`src/rtl/mux8_arb_pkg.sv`:
```
// Shared constants, state encoding and the round-robin search helper
// for the 8-way arbitrated mux.
package mux8_arb_pkg;

    localparam int NUM_REQ      = 8;
    localparam int SEL_W        = 3;
    localparam int CNT_W        = 4;
    localparam int DEF_MAX_HOLD = 4;

    typedef enum logic {
        IDLE  = 1'b0,
        GRANT = 1'b1
    } state_t;

    typedef struct packed {
        logic             found;
        logic [SEL_W-1:0] idx;
    } pick_t;

    // Offsets 1..8 from base; walking downward lets the nearest hit win,
    // and offset 8 (base itself) is only chosen when nothing else requests.
    function automatic pick_t rr_pick(input logic [NUM_REQ-1:0] req_v,
                                      input logic [SEL_W-1:0]   base);
        pick_t            p;
        logic [SEL_W-1:0] idx;
        p.found = 1'b0;
        p.idx   = {SEL_W{1'b0}};
        for (int i = NUM_REQ; i >= 1; i--) begin
            idx = base + SEL_W'(i);
            p   = req_v[idx] ? pick_t'{found: 1'b1, idx: idx} : p;
        end
        return p;
    endfunction

endpackage

```
`src/rtl/mux8.sv`:
```
// Plain 8:1 single-bit multiplexer.
module mux8
    import mux8_arb_pkg::*;
(
    input  logic [NUM_REQ-1:0] i_din,
    input  logic [SEL_W-1:0]   i_sel,
    output logic               o_y
);

    // Select one data bit by index
    always_comb begin
        o_y = 1'b0;
        case (i_sel)
            3'd0:    o_y = i_din[0];
            3'd1:    o_y = i_din[1];
            3'd2:    o_y = i_din[2];
            3'd3:    o_y = i_din[3];
            3'd4:    o_y = i_din[4];
            3'd5:    o_y = i_din[5];
            3'd6:    o_y = i_din[6];
            3'd7:    o_y = i_din[7];
            default: o_y = 1'b0;
        endcase
    end

endmodule

```
`src/rtl/mux8_arbiter.sv`:
```
// Round-robin arbiter over 8 requesters with bounded hold time; the
// owner's data bit is steered out through mux8.
module mux8_arbiter
    import mux8_arb_pkg::*;
#(
    parameter int MAX_HOLD = DEF_MAX_HOLD
)
(
    input  logic               clk,
    input  logic               rst,
    input  logic [NUM_REQ-1:0] req,
    input  logic [NUM_REQ-1:0] din,
    input  logic               done,
    output logic [NUM_REQ-1:0] gnt,
    output logic [SEL_W-1:0]   sel,
    output logic               busy,
    output logic               y
);

    localparam logic [CNT_W-1:0] HOLD_LAST = CNT_W'(MAX_HOLD - 1);

    state_t             r_state, w_state_nxt;
    logic [NUM_REQ-1:0] r_gnt,   w_gnt_nxt;
    logic [SEL_W-1:0]   r_sel,   w_sel_nxt;
    logic [SEL_W-1:0]   r_last,  w_last_nxt;
    logic [CNT_W-1:0]   r_cnt,   w_cnt_nxt;
    logic               r_busy,  w_busy_nxt;

    pick_t              w_pick;
    logic               w_others;
    logic               w_timeout;
    logic               w_release;
    logic               w_mux_y;

    // While granted r_last equals the owner, so one search serves both
    // the idle start and the handover.
    assign w_pick    = rr_pick(req, r_last);
    assign w_others  = |(req & ~r_gnt);
    assign w_timeout = (r_cnt == HOLD_LAST) && w_others;
    assign w_release = done | ~req[r_sel] | w_timeout;

    // Next-state and registered-output decode
    always_comb begin
        w_state_nxt = r_state;
        w_gnt_nxt   = r_gnt;
        w_sel_nxt   = r_sel;
        w_last_nxt  = r_last;
        w_cnt_nxt   = r_cnt;
        w_busy_nxt  = r_busy;
        case (r_state)
            IDLE: begin
                if (w_pick.found) begin
                    w_state_nxt = GRANT;
                    w_gnt_nxt   = {{(NUM_REQ-1){1'b0}}, 1'b1} << w_pick.idx;
                    w_sel_nxt   = w_pick.idx;
                    w_last_nxt  = w_pick.idx;
                    w_busy_nxt  = 1'b1;
                    w_cnt_nxt   = {CNT_W{1'b0}};
                end else begin
                    w_gnt_nxt  = {NUM_REQ{1'b0}};
                    w_sel_nxt  = {SEL_W{1'b0}};
                    w_busy_nxt = 1'b0;
                    w_cnt_nxt  = {CNT_W{1'b0}};
                end
            end
            GRANT: begin
                if (w_release && w_pick.found) begin
                    w_gnt_nxt  = {{(NUM_REQ-1){1'b0}}, 1'b1} << w_pick.idx;
                    w_sel_nxt  = w_pick.idx;
                    w_last_nxt = w_pick.idx;
                    w_busy_nxt = 1'b1;
                    w_cnt_nxt  = {CNT_W{1'b0}};
                end else if (w_release) begin
                    w_state_nxt = IDLE;
                    w_gnt_nxt   = {NUM_REQ{1'b0}};
                    w_sel_nxt   = {SEL_W{1'b0}};
                    w_busy_nxt  = 1'b0;
                    w_cnt_nxt   = {CNT_W{1'b0}};
                end else begin
                    // Sole requester at the hold limit keeps the grant; count restarts.
                    w_cnt_nxt = (r_cnt == HOLD_LAST) ? {CNT_W{1'b0}} : r_cnt + 4'd1;
                end
            end
            default: begin
                w_state_nxt = IDLE;
                w_gnt_nxt   = {NUM_REQ{1'b0}};
                w_sel_nxt   = {SEL_W{1'b0}};
                w_busy_nxt  = 1'b0;
                w_cnt_nxt   = {CNT_W{1'b0}};
            end
        endcase
    end

    // State and output registers
    always_ff @(posedge clk or posedge rst) begin
        if (rst) begin
            r_state <= IDLE;
            r_gnt   <= {NUM_REQ{1'b0}};
            r_sel   <= {SEL_W{1'b0}};
            r_last  <= 3'd7;
            r_cnt   <= {CNT_W{1'b0}};
            r_busy  <= 1'b0;
        end else begin
            r_state <= w_state_nxt;
            r_gnt   <= w_gnt_nxt;
            r_sel   <= w_sel_nxt;
            r_last  <= w_last_nxt;
            r_cnt   <= w_cnt_nxt;
            r_busy  <= w_busy_nxt;
        end
    end

    mux8 u_mux8 (
        .i_din (din),
        .i_sel (r_sel),
        .o_y   (w_mux_y)
    );

    assign gnt  = r_gnt;
    assign sel  = r_sel;
    assign busy = r_busy;
    assign y    = r_busy & w_mux_y;

endmodule

```
`config.mk`:
```
export PLATFORM = sky130hd
export DESIGN_NAME = mux8_arbiter
export DESIGN_NICKNAME = d
export VERILOG_FILES = /design/src/rtl/mux8_arb_pkg.sv /design/src/rtl/mux8.sv /design/src/rtl/mux8_arbiter.sv
export SDC_FILE = /design/constraint.sdc
export NUM_CORES = 1
export LEC_CHECK = 0
export BUFFER_PORTS_ARGS = -buffer_cell sky130_fd_sc_hd__buf_2
export CORE_ASPECT_RATIO = 1.2
export CORE_UTILIZATION = 56
export CTS_CLUSTER_SIZE = 10
export DETAILED_ROUTE_END_ITERATION = 8
export HOLD_SLACK_MARGIN = 0.12
export PLACE_DENSITY = 0.85
export SLEW_MARGIN = 25
export SYNTH_ARGS = -nofsm -noshare
export SYNTH_HDL_FRONTEND = slang
export SYNTH_SLANG_ARGS = --single-unit
```
`constraint.sdc`:
```
create_clock -name clk -period 3.9 [get_ports clk]
set_input_delay 0 -clock clk [delete_from_list [all_inputs] [get_ports clk]]
set_output_delay 0 -clock clk [all_outputs]
set_load 0.005 [all_outputs]
```
# Yosys cells after proc, flatten, opt, wreduce, memory -nomap -nowiden
# Index checks and enable logic that the tools add are counted.
# Widths: inputs -> output; s select.
# totals
ff_bits	20
in_bits	19
out_inout_bits	13
wordCells	96
# op_classes
addsub	8
order_cmp	9
n_eq_ne	11
shifts	1
mux	49
bitwise	7
reduce_logical	5
# ops
cell	n
$mux 4	11
$lt 3x4->1 const B	9
$bmux 1 s3	9
$mux 8	3
$pmux 8 s2	1
$mux 3	5
$mux 1	14
$add 3x3->3 const B	4
$eq 3x3->1 const B	4
$pmux 3 s2	2
$and 8x8->8	1
$not 8->8	1
$pmux 1 s8	1
$pmux 4 s2	1
$reduce_or 8->1	1
$shl 1x3->8 const A	1
$add 3x2->3 const B	2
$eq 3x2->1 const B	2
$add 4x1->4 const B	1
$eq 4x2->1 const B	1
$pmux 1 s2	2
$add 3x1->3 const B	1
$eq 3x1->1 const B	1
$logic_not 3->1	1
8 further kinds	11

# Longest topological paths before layout
# Gate-level depths: netlist of the first run.
# depth
ltp_word	13
depth_mapped	12
mapped_depth_nobuf	9

# By module
# A second synthesis of the first run with hierarchy kept.
# hier_totals
cells_unflattened	188
area_unflattened_um2	1924.3
# modules_own_cells
module	instances	cells_per_inst	area_per_inst_um2	seq_area_each_um2
mux8_arbiter	1	185	1860.5	504.2
mux8	1	3	63.8	0.0

# Worst setup path after synthesis of the first run
# OpenSTA, ideal clock, no wires.
# synth_path
kind	register -> register
startpoint	reg r_last[0]
endpoint	reg r_gnt[2] (netlist: gnt[2])
arrival_time_ns	3.149
required_ns	3.778
setup_slack_ns	0.630
path_stages_with_launch	13
n_path_buf	3
synth_period_minus_slack_ns	3.270
path_cell_list	dfstp_2 > buf_4 > inv_1 > ha_1 > buf_2 > mux4_2 > mux2_4 > o32a_4 > o2111ai_2 > a32oi_2 > and2_4 > buf_6 > a32o_1
# synth_via
elab_chain_cells	13
elab_cells_between_ends	37
# synth_lines
item	line	source
start: declaration	mux8_arbiter.sv:25	logic [SEL_W-1:0] r_last, w_last_nxt;
start signal: assignment	mux8_arbiter.sv:107	r_last <= w_last_nxt;
$add 3x3->3 / $bmux 1 s3 (equally long branches)	mux8_arb_pkg.sv:29, mux8_arb_pkg.sv:30	
$bmux 1 s3 / $mux 1 (equally long branches)	mux8_arb_pkg.sv:30	p = req_v[idx] ? pick_t'{found: 1'b1, idx: idx} : p;
$mux 1 (not written as such) / $mux 4 (equally long branches)	mux8_arb_pkg.sv:30	
$mux 4 (6 in series)	mux8_arb_pkg.sv:30	
$mux 4 *	mux8_arb_pkg.sv:30	
$shl 1x3->8 / $logic_and 1x1->1 (equally long branches)	mux8_arbiter.sv:54, mux8_arbiter.sv:68, mux8_arbiter.sv:67	
$mux 8 (on tied branches)	mux8_arbiter.sv:67, mux8_arbiter.sv:52	
$pmux 8 s2	mux8_arbiter.sv:50	case (r_state)
end signal: assignment	mux8_arbiter.sv:98	r_gnt <= {NUM_REQ{1'b0}};
end signal: assignment	mux8_arbiter.sv:105	r_gnt <= w_gnt_nxt;
end: declaration	mux8_arbiter.sv:23	logic [NUM_REQ-1:0] r_gnt, w_gnt_nxt;
# Mark *: on every way between the ends. The rest lies on a longest branch, timed or not. The select of a mux whose other input is x is not followed.
# A chain may end at the register's enable or synchronous reset.

# Worst setup path in the final report of the first run
# layout_path
startpoint	reg r_last[1]
endpoint	reg r_gnt[7] (netlist: gnt[7])
# Same word-level chain as after synthesis.

==> PnR_summary.wiki, run 1 <==
{| class="wikitable"
! Metric !! Value
|-
| Via count of the first global-routing pass || 1609
|-
| Post-route design area || 0.002079 mm²
|-
| Total number of nets in the final design || 244
|-
| Startpoint of the worst-slack reg-to-reg timing path || r_last[1]$_DFFE_PP1P_
|-
| Max-slew violation count || 0
|-
| Routability congestion estimate from global placement || 0.8685
|-
| WL/cell || 18.40 µm
|-
| Antenna cells || 0
|-
| Met2 capacity usage during global routing || 49.39%
|-
| Most heavily used metal layer in global routing || met2
|-
| Most instantiated flip-flop cell in the synthesis netlist || sky130_fd_sc_hd__dfrtp_1
|-
| Number of flops mapped to enable cells by yosys || 0
|-
| Minimum setup slack in the final design || about 460 ps
|-
| Via count || ~1700
|-
| Worst setup EP type || flip-flop
|-
| Effective utilization at floorplan || 59.37%
|-
| Synthesized flop and latch total || 20
|-
| Standard cell area after detailed placement || 0.002023 mm²
|-
| Skew-Pair Late Insertion Delay || 290 ps
|-
| Register clock-pin slew on the reported worst setup and hold paths || 100 ps
|-
| Cells after Synth || roughly 190
|-
| Clock tree from TritonCTS || yes
|-
| Worst Max-Slew Pin Slew || ~930 ps
|-
| Fraction of final layout cells with drive strength greater than 1 || 31.22%
|-
| Starting DRC count in detailed routing || between 80 and 90
|-
| Critical path origin || r_last[1]$_DFFE_PP1P_
|-
| Total wirelength of the detailed-routed design || 4.728 mm
|-
| Critical hold path startpoint || req[1]
|-
| Worst hold-check path type || in -> reg
|-
| TritonCTS Buffers || 3
|-
| Required arrival time at the worst endpoint || 4090 ps
|-
| Layout overhead on the synthesized area || 12.60%
|-
| Total number of placement rows || 22
|-
| Clk buf depth || 2
|-
| Share of the cycle needed by the critical path after routing || 88.27%
|-
| Worst setup skew after layout || 1.260 ps
|-
| Number of warnings reported in the yosys synthesis log || 0
|-
| Die area || 0.003533 mm²
|-
| Port bufs || 31
|-
| H-tree lvl count || 1
|-
| Net count of the mapped netlist || between 200 and 250
|-
| Setup Viol. Count Final || 0
|-
| Height of the die || 64.91 µm
|-
| Arr. time, crit path || between 3000 and 4000 ps
|-
| First-pass DRT Iterations || 4
|-
| Total congestion overflow after global routing || 0
|-
| Area of the core region || roughly 0.0031 mm²
|-
| Sequential fraction of the synthesis area || 27.30%
|-
| Top-level I/O count || 32
|-
| Mapped Area || roughly 0.0018 mm²
|-
| Setup Slack @ Placement || 552.0 ps
|-
| Maximum number of pins on one net before global-route repair || 21
|-
| Type of the setup path with the least slack || reg -> reg
|-
| CTS root buffer || sky130_fd_sc_hd__clkbuf_4
|-
| Fraction of registers with async set/reset || 100.0%
|-
| Mean cell area of the mapped netlist || 9.771 µm²
|-
| Horiz. Die Dim || 54.43 µm
|-
| Areal power density over the cells || about 1100 mW/mm²
|-
| Buffer count from post-CTS setup fixing || 0
|-
| First-pass GRT wire length || 7.410 mm
|-
| Detailed Place HPWL || 3.593 mm
|-
| Most common library cell in the layout ignoring fill and taps || sky130_fd_sc_hd__buf_2
|-
| Number of hold violations in the final report || 0
|-
| Final core utilization || 66.85%
|-
| Unrepaired setup endpoints after global routing || no
|-
| Via-per-instance ratio || about 6.7
|-
| Highest Clock Rate || 290.5 MHz
|-
| Final worst path period need || roughly 3400 ps
|-
| Clock Sinks || 20
|-
| Standby leakage power || 0.9373 nW
|-
| GRT met3 Usage || 1.643%
|-
| Antenna Nets Post-Route || 0
|-
| Status || complete, no violations
|-
| Number of design rule violations left after detail routing || 0
|-
| Initial antenna violation count || 0
|-
| Total of max-cap violations || 0
|-
| Hold slack || 167.0 ps
|-
| Worst vdd ir || 0.7658 mV
|-
| Met1 track demand over resource in global routing || 37.23%
|-
| Launching element type of the critical path || flip-flop
|-
| Worst slew margin relative to its limit || approximately two fifths
|-
| Post-synthesis cell type count || between 60 and 70
|-
| Overall track demand over capacity in global routing || 28.87%
|-
| Top library cells by usage in the layout, fill and taps aside || sky130_fd_sc_hd__buf_2, sky130_fd_sc_hd__inv_1, sky130_fd_sc_hd__dfrtp_1, sky130_fd_sc_hd__nand2_1, sky130_fd_sc_hd__a21oi_1
|-
| Largest fanout of any net on the critical path || 15
|-
| Sum of negative setup slack || 0 ps
|}
==> worst max-delay path, stage by stage (launching register included) <==
cell and delay (ps):
sky130_fd_sc_hd__dfstp_2 740, sky130_fd_sc_hd__inv_1 140, sky130_fd_sc_hd__ha_1 500, sky130_fd_sc_hd__mux4_2 430, sky130_fd_sc_hd__mux2_1 410, sky130_fd_sc_hd__o32ai_1 380, sky130_fd_sc_hd__a32oi_2 230, sky130_fd_sc_hd__and2_4 240
sky130_fd_sc_hd__a32o_1 260
==> metal layers <==
metal	share of wire (%)	wire (µm)	vias up
li1	-	-	798
met1	40	1889	839
met2	52	2452	80
met3	6.1	287	8
met4	2.1	98	0
met5	0	0	-
==> flip-flops by register name, indices dropped and copies added, names as in the netlist <==
signal,flops
r_state,1
busy,1
r_last,3
gnt,8
r_cnt,4
sel,3
==> worst paths after layout <==
path | slack (ps) | end | depth (start not counted)
max in group asynchronous | 3090 | busy$_DFFE_PP0P_ | 3
max | 460 | gnt[7]$_DFFE_PP0P_ | 8
min in group asynchronous | 360 | gnt[1]$_DFFE_PP0P_ | 3
min | 170 | r_state$_DFF_PP0_ | 3
min reg2reg | 480 | r_cnt[0]$_DFF_PP0_ | 1
max reg2reg | 460 | gnt[7]$_DFFE_PP0P_ | 8
==> synthesized netlist by cell type, types with 3 or more instances <==
cell type,number,area [µm²]
sky130_fd_sc_hd__dfrtp_1,17,425.4
sky130_fd_sc_hd__mux4_2,9,202.7
sky130_fd_sc_hd__nand3_1,3,15.01
sky130_fd_sc_hd__a32o_1,4,40.04
sky130_fd_sc_hd__nand2b_1,6,37.54
sky130_fd_sc_hd__mux2_2,4,45.04
sky130_fd_sc_hd__buf_2,4,20.02
sky130_fd_sc_hd__ha_1,3,37.54
sky130_fd_sc_hd__dfstp_2,3,78.83
sky130_fd_sc_hd__nand2_1,16,60.06
sky130_fd_sc_hd__a21oi_1,13,65.06
sky130_fd_sc_hd__o22ai_1,6,37.54
sky130_fd_sc_hd__a21o_1,3,22.52
sky130_fd_sc_hd__inv_1,18,67.56
sky130_fd_sc_hd__nor2_1,4,15.01
sky130_fd_sc_hd__mux2i_1,5,50.05
sky130_fd_sc_hd__a22o_1,6,52.55
sky130_fd_sc_hd__o21ai_0,5,25.02
sky130_fd_sc_hd__xnor2_1,3,26.28
sky130_fd_sc_hd__nor3_1,3,15.01
==> stage by stage <==
stage                     power [mW]  std cells
after floorplan                1.781        189
after global placement         2.069        251
after detailed placement       2.094        251
after CTS                      2.220        257
after global routing           2.392        257
final                          2.235        257
==> area by class of cell <==
type / instances / area, µm²
multi-input cells: 142 / 1225
fillers: 260 / 1031
flip-flops and latches: 20 / 504.2
repair buffers: 36 / 197.7
inverters: 19 / 71.32
well taps: 36 / 45.04
clock buffers: 4 / 36.28
==> repair_timing <==
| action | in CTS | in global routing |
|---|---|---|
| resized for setup | 0 | 0 |
| hold buffers | 2 | 0 |
| hold endpoints to repair | 23 | 0 |
==> power breakdown <==
group / switching [mW] / internal [mW] / total, mW
Sequential: 0.116 / 0.297 / 0.413
Combinational: 0.934 / 0.773 / 1.71
Clock: 0.0584 / 0.0569 / 0.115
Total: 1.11 / 1.13 / 2.24
==> cells by family (layout without fill, tap and decap cells) <==
family          count (synthesis)  in the layout  share of synthesized area, %
xor+xnor                        4              4                         1.897
compound gates                 63             63                         28.25
fa+ha+maj                       3              3                         2.033
mux                            23             23                         19.71
simple gates                   49             49                         14.43
flops                          20             20                         27.30
buf+inv                        27             59                         6.368
No activity file was read; power rests on OpenSTA's default activity.
==> run 2: changes to the inputs <==
--- a/config.mk
+++ b/config.mk
@@ -7,11 +7,11 @@
 export LEC_CHECK = 0
 export BUFFER_PORTS_ARGS = -buffer_cell sky130_fd_sc_hd__buf_2
 export CORE_ASPECT_RATIO = 1.2
-export CORE_UTILIZATION = 56
+export CORE_UTILIZATION = 47
 export CTS_CLUSTER_SIZE = 10
 export DETAILED_ROUTE_END_ITERATION = 8
 export HOLD_SLACK_MARGIN = 0.12
-export PLACE_DENSITY = 0.85
+export PLACE_DENSITY = 0.74
 export SLEW_MARGIN = 25
 export SYNTH_ARGS = -nofsm -noshare
 export SYNTH_HDL_FRONTEND = slang
==> run 2 against run 1 <==
Effect of this change: register-to-register slack about the same; first-iteration DRC count is 55% higher; power up 2.3%; non-clock buffer count down 1; global-route usage down 4.5 points; cell area increased by 1.5%; clock power grew 38%; critical path depth increased by 1; core utilization decreased by 9.7 points; via count down 2.6%; critical endpoint is now gnt[5]$_DFFE_PP0P_.
==> PnR_summary.wiki, run 2 (same netlist as run 1, synthesis figures left out) <==
{| class="wikitable"
! Metric !! Value
|-
| Post-layout instance count excluding filler cells || 272 (+5.8%)
|-
| Register clock-pin slew on the reported worst setup and hold paths || 70 ps (-30 ps)
|-
| Fraction of final layout cells with drive strength greater than 1 || 30.91% (-0.31 points)
|-
| Top-level I/O count || 32 (unchanged)
|-
| Layout overhead on the synthesized area || 14.30%
|-
| Count of hold buffers inserted by post-cts repair || 2 (unchanged)
|-
| Type of the setup path with the least slack || reg -> reg
|-
| Launching element type of the critical path || flip-flop
|-
| Skew-Pair Late Insertion Delay || 260 ps (-30 ps)
|-
| Total number of nets in the final design || 243 (-0.41%)
|-
| Antenna cells || 0 (unchanged)
|-
| Total of max-cap violations || 0 (unchanged)
|-
| Clock tree from TritonCTS || yes
|-
| Worst vdd ir || 0.7273 mV (-5.0%)
|-
| TritonCTS Buffers || 3 (unchanged)
|-
| Horiz. Die Dim || 59.22 µm (+8.8%)
|-
| Standard cell area after detailed placement || 0.002036 mm² (+0.62%)
|-
| Sum of negative setup slack || 0 ps (unchanged)
|-
| Cell with the largest stage delay on the worst path || sky130_fd_sc_hd__dfstp_2
|-
| Setup Viol. Count Final || 0 (unchanged)
|-
| Total number of placement rows || 24 (+9.1%)
|-
| Initial antenna violation count || 0 (unchanged)
|-
| Number of design rule violations left after detail routing || 0 (unchanged)
|-
| Minimum setup slack in the final design || 452.3 ps (-5.338 ps)
|-
| Via count of the first global-routing pass || 1553 (-3.5%)
|-
| Largest delay contributor family on the critical path || compound AO/OA/AOI/OAI gates
|-
| Areal power density over the cells || 1083 mW/mm² (+0.77%)
|-
| Starting DRC count in detailed routing || 138 (+55%)
|-
| Crit path cell chain || inv_1 -> ha_1 -> mux4_2 -> mux2_4 -> o32a_4 -> a21o_1 -> o221ai_4 -> nor3b_2 -> a22o_1
|-
| Arr. time, crit path || 3650 ps (+20 ps)
|-
| Worst slew margin relative to its limit || 38.49% (+0.28 points)
|-
| Switching fraction of total power || 49.37% (-0.20 points)
|-
| First-pass DRT Iterations || 4 (unchanged)
|-
| CTS root buffer || sky130_fd_sc_hd__clkbuf_8
|-
| Standby leakage power || 0.9403 nW (+0.32%)
|-
| Number of hold violations in the final report || 0 (unchanged)
|-
| Clk buf depth || 2 (unchanged)
|-
| Hold slack || 201.2 ps (+34.22 ps)
|-
| Number of resized instances in the post-cts repair step || 0 (unchanged)
|-
| Overall track demand over capacity in global routing || 24.39% (-4.5 points)
|-
| Highest Clock Rate || 290.0 MHz (-0.15%)
|-
| Reg power frac || 18.1% (-0.4 points)
|-
| Largest stage delay, worst path || 720 ps (-20 ps)
|-
| WL/cell || 17.48 µm (-5.0%)
|-
| Comb power frac || 74.9% (-1.5 points)
|-
| H-tree lvl count || 1 (unchanged)
|-
| Largest register FFs || 8 (unchanged)
|-
| Most common library cell in the layout ignoring fill and taps || sky130_fd_sc_hd__buf_2
|-
| Via-per-instance ratio || 6.176 (-8.0%)
|-
| Reg area || 504.2 µm² (unchanged)
|-
| Antenna Nets Post-Route || 0 (unchanged)
|-
| Via count || 1680 (-2.6%)
|-
| Crit path buffers/inverters || 1 (unchanged)
|-
| Worst setup EP type || flip-flop
|-
| Max-slew violation count || 0 (unchanged)
|-
| Total design power || 2.286 mW (+2.3%)
|-
| Height of the die || 70.67 µm (+8.9%)
|-
| Worst setup skew after layout || 1.130 ps (-0.1297 ps)
|-
| Effective utilization at floorplan || 50.00% (-9.4 points)
|-
| Layout filler cell count || 342 (+32%)
|-
| Top library cells by usage in the layout, fill and taps aside || sky130_fd_sc_hd__buf_2, sky130_fd_sc_hd__inv_1, sky130_fd_sc_hd__dfrtp_1, sky130_fd_sc_hd__nand2_1, sky130_fd_sc_hd__a21oi_1
|-
| Number of instances in the placed design || 266 (+6.0%)
|-
| Share of the cycle needed by the critical path after routing || 88.40% (+0.14 points)
|-
| Post-route design area || 0.002111 mm² (+1.5%)
|-
| Maximum number of pins on one net before global-route repair || 21 (unchanged)
|-
| Unrepaired setup endpoints after global routing || no
|-
| Die area || 0.004185 mm² (+18%)
|-
| Clock share of power || 7.0% (+1.8 points)
|-
| Buffer count from post-CTS setup fixing || 0 (unchanged)
|-
| Setup Slack @ Placement || 480.4 ps (-71.59 ps)
|-
| Worst Max-Slew Pin Slew || 920.9 ps (-4.180 ps)
|-
| Internal power consumption || 1.158 mW (+2.7%)
|-
| Final worst path period need || 3448 ps (+5.338 ps)
|-
| Worst hold-check path type || in -> reg
|-
| Clock Sinks || 20 (unchanged)
|-
| Routability congestion estimate from global placement || 0.9169 (+5.6%)
|-
| Final core utilization || 57.15% (-9.7 points)
|-
| Total congestion overflow after global routing || 0 (unchanged)
|-
| First-pass GRT wire length || 7.776 mm (+4.9%)
|-
| Largest fanout of any net on the critical path || 15 (unchanged)
|-
| Status || complete, no violations
|-
| Detailed Place HPWL || 3.627 mm (+0.95%)
|-
| Area of the core region || 0.003694 mm² (+19%)
|-
| Required arrival time at the worst endpoint || 4100 ps (about the same)
|-
| Port bufs || 31 (unchanged)
|-
| Net switching power || 1.129 mW (+1.9%)
|-
| Total wirelength of the detailed-routed design || 4.755 mm (+0.57%)
|-
| Combined area of the multi-input logic cells || 0.001225 mm² (unchanged)
|}
## run 2: routing by layer
| layer | vias to the layer above | global-route usage (%) | routed length (µm) |
|---|---|---|---|
| li1 | 790 | - | - |
| met1 | 803 | 33.29 | 2007 |
| met2 | 75 | 38.58 | 2332 |
| met3 | 12 | 4.205 | 306 |
| met4 | 0 | 8.730 | 109 |
| met5 | - | 0 | 0 |
## run 2: worst min-delay path: cells and delay by family
family,cells,cell delay [ps]
AO/OA/AOI/OAI,1,130
buffers and inverters,1,150
AND/OR/NAND/NOR,1,130
## run 2: power groups by stage
stage	Sequential [mW]	Clock, mW	Combinational [mW]
after global placement	0.415	0	1.67
after floorplan	0.362	0	1.42
final	0.414	0.159	1.71
after CTS	0.414	0.160	1.70
after detailed placement	0.417	0	1.69
after global routing	0.426	0.167	1.88
## run 2: area by class of cell
type / count / area share [%]
tap: 52 / 3.082
clock buffer: 4 / 2.608
multi-input combinational: 142 / 58.03
inverter: 19 / 3.379
timing repair buffer: 35 / 9.010
sequential: 20 / 23.89
## run 2: worst paths after layout
check                      cells after the start            endpoint  slack (ps)             startpoint
max reg2reg                                    9  gnt[5]$_DFFE_PP0P_         450  r_last[1]$_DFFE_PP1P_
max in group asynchronous                      3  r_cnt[2]$_DFF_PP0_        3010                    rst
min                                            3   r_state$_DFF_PP0_         200                 req[1]
min in group asynchronous                      3  gnt[0]$_DFFE_PP0P_         410                    rst
min reg2reg                                    1  r_cnt[0]$_DFF_PP0_         490     r_cnt[0]$_DFF_PP0_
max                                            9  gnt[5]$_DFFE_PP0P_         450  r_last[1]$_DFFE_PP1P_
==> run 3: changes to the inputs <==
--- a/config.mk
+++ b/config.mk
@@ -7,12 +7,13 @@
 export LEC_CHECK = 0
 export BUFFER_PORTS_ARGS = -buffer_cell sky130_fd_sc_hd__buf_2
 export CORE_ASPECT_RATIO = 1.2
-export CORE_UTILIZATION = 47
+export CORE_UTILIZATION = 50
 export CTS_CLUSTER_SIZE = 10
 export DETAILED_ROUTE_END_ITERATION = 8
 export HOLD_SLACK_MARGIN = 0.12
-export PLACE_DENSITY = 0.74
+export PLACE_DENSITY = 0.77
 export SLEW_MARGIN = 25
 export SYNTH_ARGS = -nofsm -noshare
 export SYNTH_HDL_FRONTEND = slang
+export SYNTH_HIERARCHICAL = 1
 export SYNTH_SLANG_ARGS = --single-unit
==> run 3 against run 2 <==
Effect of this change: sequential cell count unchanged; critical endpoint is now gnt[1]$_DFFE_PP0P_; die area down 2.0%; highest routed layer unchanged; clock skew up 0.55 ps; via count up 1.3%; combinational power about the same; largest power group unchanged; critical path type unchanged; final cell count down 1.5%; setup slack worse by 150 ps.
==> PnR_summary.wiki, run 3 <==
{| class="wikitable"
! Metric !! Value
|-
| Status || complete, no violations
|-
| Leading post-synthesis cells by cell area || sky130_fd_sc_hd__dfrtp_1, sky130_fd_sc_hd__mux4_2, sky130_fd_sc_hd__mux2i_1, sky130_fd_sc_hd__dfstp_2, sky130_fd_sc_hd__mux4_1
|-
| Largest register FFs || 8 (unchanged)
|-
| Detailed Place HPWL || 3.693 mm (+1.8%)
|-
| Crit path buffers/inverters || 1 (unchanged)
|-
| Number of resized instances in the post-cts repair step || 0 (unchanged)
|-
| Register clock-pin slew on the reported worst setup and hold paths || 70 ps (about the same)
|-
| Arr. time, crit path || 3750 ps (+100 ps)
|-
| Skew-Pair Late Insertion Delay || 260 ps (about the same)
|-
| Max-slew violation count || 0 (unchanged)
|-
| Largest fanout of any net on the critical path || 13 (-2)
|-
| Launching element type of the critical path || flip-flop
|-
| Routability congestion estimate from global placement || 1.002 (+9.3%)
|-
| Setup Slack @ Placement || 346.8 ps (-133.6 ps)
|-
| Total number of placement rows || 24 (unchanged)
|-
| Post-route design area || 0.002153 mm² (+2.0%)
|-
| Worst slew margin relative to its limit || 50.44% (+12 points)
|-
| Layout filler cell count || 340 (-0.58%)
|-
| Net count of the mapped netlist || 210 (-0.47%)
|-
| Worst Max-Slew Pin Slew || 742.6 ps (-178.3 ps)
|-
| Antenna cells || 0 (unchanged)
|-
| Basic-gate share of the synthesized area counting and, or, nand and nor cells || 14.50% (+0.068 points)
|-
| Mapped Area || 0.001924 mm² (+4.2%)
|-
| Antenna Nets Post-Route || 0 (unchanged)
|-
| Top library cells by usage in the layout, fill and taps aside || sky130_fd_sc_hd__buf_2, sky130_fd_sc_hd__inv_1, sky130_fd_sc_hd__nand2_1, sky130_fd_sc_hd__dfrtp_1, sky130_fd_sc_hd__mux2i_1
|-
| Required arrival time at the worst endpoint || 4050 ps (-50 ps)
|-
| Total number of nets in the final design || 239 (-1.6%)
|-
| Synthesized flop and latch total || 20 (unchanged)
|-
| Number of flops mapped to enable cells by yosys || 0 (unchanged)
|-
| Fraction of final layout cells with drive strength greater than 1 || 30.09% (-0.82 points)
|-
| Overall track demand over capacity in global routing || 27.22% (+2.8 points)
|-
| Horiz. Die Dim || 58.63 µm (-1.0%)
|-
| Maximum number of pins on one net before global-route repair || 25 (+19%)
|-
| Post-synthesis cell type with the largest combined area || sky130_fd_sc_hd__dfrtp_1
|-
| Total of max-cap violations || 0 (unchanged)
|-
| Starting DRC count in detailed routing || 127 (-8.0%)
|-
| First-pass DRT Iterations || 4 (unchanged)
|-
| CTS root buffer || sky130_fd_sc_hd__clkbuf_8
|-
| Total design power || 2.289 mW (+0.13%)
|-
| Worst setup EP type || flip-flop
|-
| Worst setup skew after layout || 1.684 ps (+0.5539 ps)
|-
| Largest stage delay, worst path || 670 ps (-50 ps)
|-
| Type of the setup path with the least slack || reg -> reg
|-
| Most numerous cell types in the synthesized netlist || sky130_fd_sc_hd__dfrtp_1, sky130_fd_sc_hd__inv_1, sky130_fd_sc_hd__nand2_1, sky130_fd_sc_hd__mux2i_1, sky130_fd_sc_hd__mux4_2
|-
| Fraction of the mapped netlist area in adder cells || 1.951% (-0.082 points)
|-
| Standby leakage power || 0.9404 nW (about the same)
|-
| Reg area || 504.2 µm² (unchanged)
|-
| Area of the core region || 0.003664 mm² (-0.81%)
|-
| Total wirelength of the detailed-routed design || 5.003 mm (+5.2%)
|-
| Worst hold-check path type || in -> reg
|-
| Cells after Synth || 188 (-0.53%)
|-
| Areal power density over the cells || 1063 mW/mm² (-1.8%)
|-
| Largest family of logic cells by synthesized area || multiplexers
|-
| Worst vdd ir || 0.4412 mV (-39%)
|-
| Standard cell area after detailed placement || 0.002098 mm² (+3.1%)
|-
| Crit path cell chain || inv_1 -> ha_1 -> mux4_2 -> mux2i_1 -> mux2_2 -> nor4_4 -> o32ai_1 -> o41ai_1
|-
| Most instantiated flip-flop cell in the synthesis netlist || sky130_fd_sc_hd__dfrtp_1
|-
| Share of the cycle needed by the critical path after routing || 92.16% (+3.8 points)
|-
| Effective utilization at floorplan || 52.53% (+2.5 points)
|-
| Total congestion overflow after global routing || 0 (unchanged)
|-
| Sum of negative setup slack || 0 ps (unchanged)
|-
| Yosys top cell area share || 22.11% (-0.93 points)
|-
| Port bufs || 31 (unchanged)
|-
| Height of the die || 69.96 µm (-1.0%)
|-
| Highest Clock Rate || 278.2 MHz (-4.1%)
|-
| Sequential fraction of the synthesis area || 26.20% (-1.1 points)
|-
| Final worst path period need || 3594 ps (+146.3 ps)
|-
| Largest delay contributor family on the critical path || multiplexers
|-
| TritonCTS Buffers || 3 (unchanged)
|-
| Synth Area in XOR/XNOR || 2.601% (+0.70 points)
|-
| Number of design rule violations left after detail routing || 0 (unchanged)
|-
| Initial antenna violation count || 0 (unchanged)
|-
| Buffer count from post-CTS setup fixing || 0 (unchanged)
|-
| Mean cell area of the mapped netlist || 10.24 µm² (+4.8%)
|-
| Number of warnings reported in the yosys synthesis log || 6 (+6)
|-
| Via-per-instance ratio || 6.347 (+2.8%)
|-
| WL/cell || 18.67 µm (+6.8%)
|-
| Cell with the largest stage delay on the worst path || sky130_fd_sc_hd__dfstp_2
|-
| Clock tree from TritonCTS || yes
|-
| Proportion of synthesized area in mux cells || 27.37% (+7.7 points)
|-
| Layout overhead on the synthesized area || 11.90%
|-
| Via count of the first global-routing pass || 1716 (+10%)
|-
| Most common library cell in the layout ignoring fill and taps || sky130_fd_sc_hd__buf_2
|-
| First-pass GRT wire length || 8.390 mm (+7.9%)
|-
| Clk buf depth || 2 (unchanged)
|-
| Hold slack || 243.3 ps (+42.13 ps)
|-
| Top-level I/O count || 32 (unchanged)
|-
| Number of hold violations in the final report || 0 (unchanged)
|-
| Unrepaired setup endpoints after global routing || no
|-
| Clock Sinks || 20 (unchanged)
|-
| Setup Viol. Count Final || 0 (unchanged)
|-
| Post-synthesis cell type count || 55 (-14%)
|-
| Minimum setup slack in the final design || 305.9 ps (-146.3 ps)
|-
| Die area || 0.004102 mm² (-2.0%)
|-
| H-tree lvl count || 1 (unchanged)
|-
| Combined area of the multi-input logic cells || 0.001295 mm² (+5.7%)
|-
| Via count || 1701 (+1.3%)
|-
| Fraction of the mapped netlist area in compound gates || 20.87% (-7.4 points)
|-
| Fraction of registers with async set/reset || 100.0% (unchanged)
|}
==> run 3: cell types whose count changed in the layout (fill, tap and decap cells not counted), sizes merged, moves of 3 or more <==
| cell | delta |
|---|---|
| nand2b | -3 |
| a21oi | -9 |
| mux4 | +4 |
| mux2i | +9 |
| a21o | -3 |
| o41ai | +7 |
| mux2 | -3 |
| a22o | -5 |
| a32o | -4 |
| nor2b | +3 |
==> run 3: path summary, 6_finish.rpt <==
| check | endpoint | from | cells past startpoint | slack, ps |
|---|---|---|---|---|
| worst max-delay path | gnt[1]$_DFFE_PP0P_ | r_last[1]$_DFFE_PP1P_ | 8 | 310 |
| worst min-delay path | gnt[6]$_DFFE_PP0P_ | done | 5 | 240 |
| worst max register to register | gnt[1]$_DFFE_PP0P_ | r_last[1]$_DFFE_PP1P_ | 8 | 310 |
| worst min register to register | r_cnt[0]$_DFF_PP0_ | r_cnt[0]$_DFF_PP0_ | 1 | 480 |
| max in group asynchronous | busy$_DFFE_PP0P_ | rst | 3 | 3020 |
| min in group asynchronous | gnt[7]$_DFFE_PP0P_ | rst | 3 | 410 |
==> run 3: report_power, final <==
group          leakage [nW]  internal (mW)  switching [mW]  total [mW]
clock                0.0228         0.0730          0.0692       0.142
combinational         0.670          0.761           0.982        1.74
sequential            0.248          0.299           0.105       0.404
==> run 3: cells by family (layout without fill, tap and decap cells) <==
logic type | after synthesis | in the layout
flops | 20 | 20
buf+inv | 27 | 55
xor+xnor | 4 | 4
compound gates | 49 | 49
mux | 33 | 33
fa+ha+maj | 3 | 3
simple gates | 52 | 52
==> run 3: layout make-up <==
class                      count  area share [%]
tap                           52           3.021
multi-input combinational    141           60.14
clock buffer                   4           2.092
inverter                      17           2.963
timing repair buffer          34           8.367
sequential                    20           23.42
==> run 3: through the flow <==
step / utilization, % / std cells
6_report: 58.78 / 268
5_1_grt: 58.78 / 268
4_1_cts: 58.78 / 268
3_5_place_dp: 57.27 / 263
3_3_place_gp: 57.27 / 263
2_1_floorplan: - / 188
==> run 3: metal layers <==
layer | vias up | track usage [%] | part of all wire, %
met1 | 841 | 35.04 | 39
met2 | 66 | 46.10 | 52
met5 | - | 0 | 0
met3 | 9 | 2.778 | 6.2
met4 | 0 | 11.11 | 2.0
li1 | 785 | - | -
==> run 3: repair_timing <==
| item | CTS | global route |
|---|---|---|
| hold endpoints to repair | 17 | 0 |
| hold buffers | 1 | 0 |
| setup endpoints to repair | 0 | 0 |
==> run 3: tightest hold or removal path, cell delays in order <==
cell	delay, ps
sky130_fd_sc_hd__buf_2	100
sky130_fd_sc_hd__a2111oi_4	50
sky130_fd_sc_hd__buf_4	190
sky130_fd_sc_hd__nand2_1	80
sky130_fd_sc_hd__o41ai_1	50
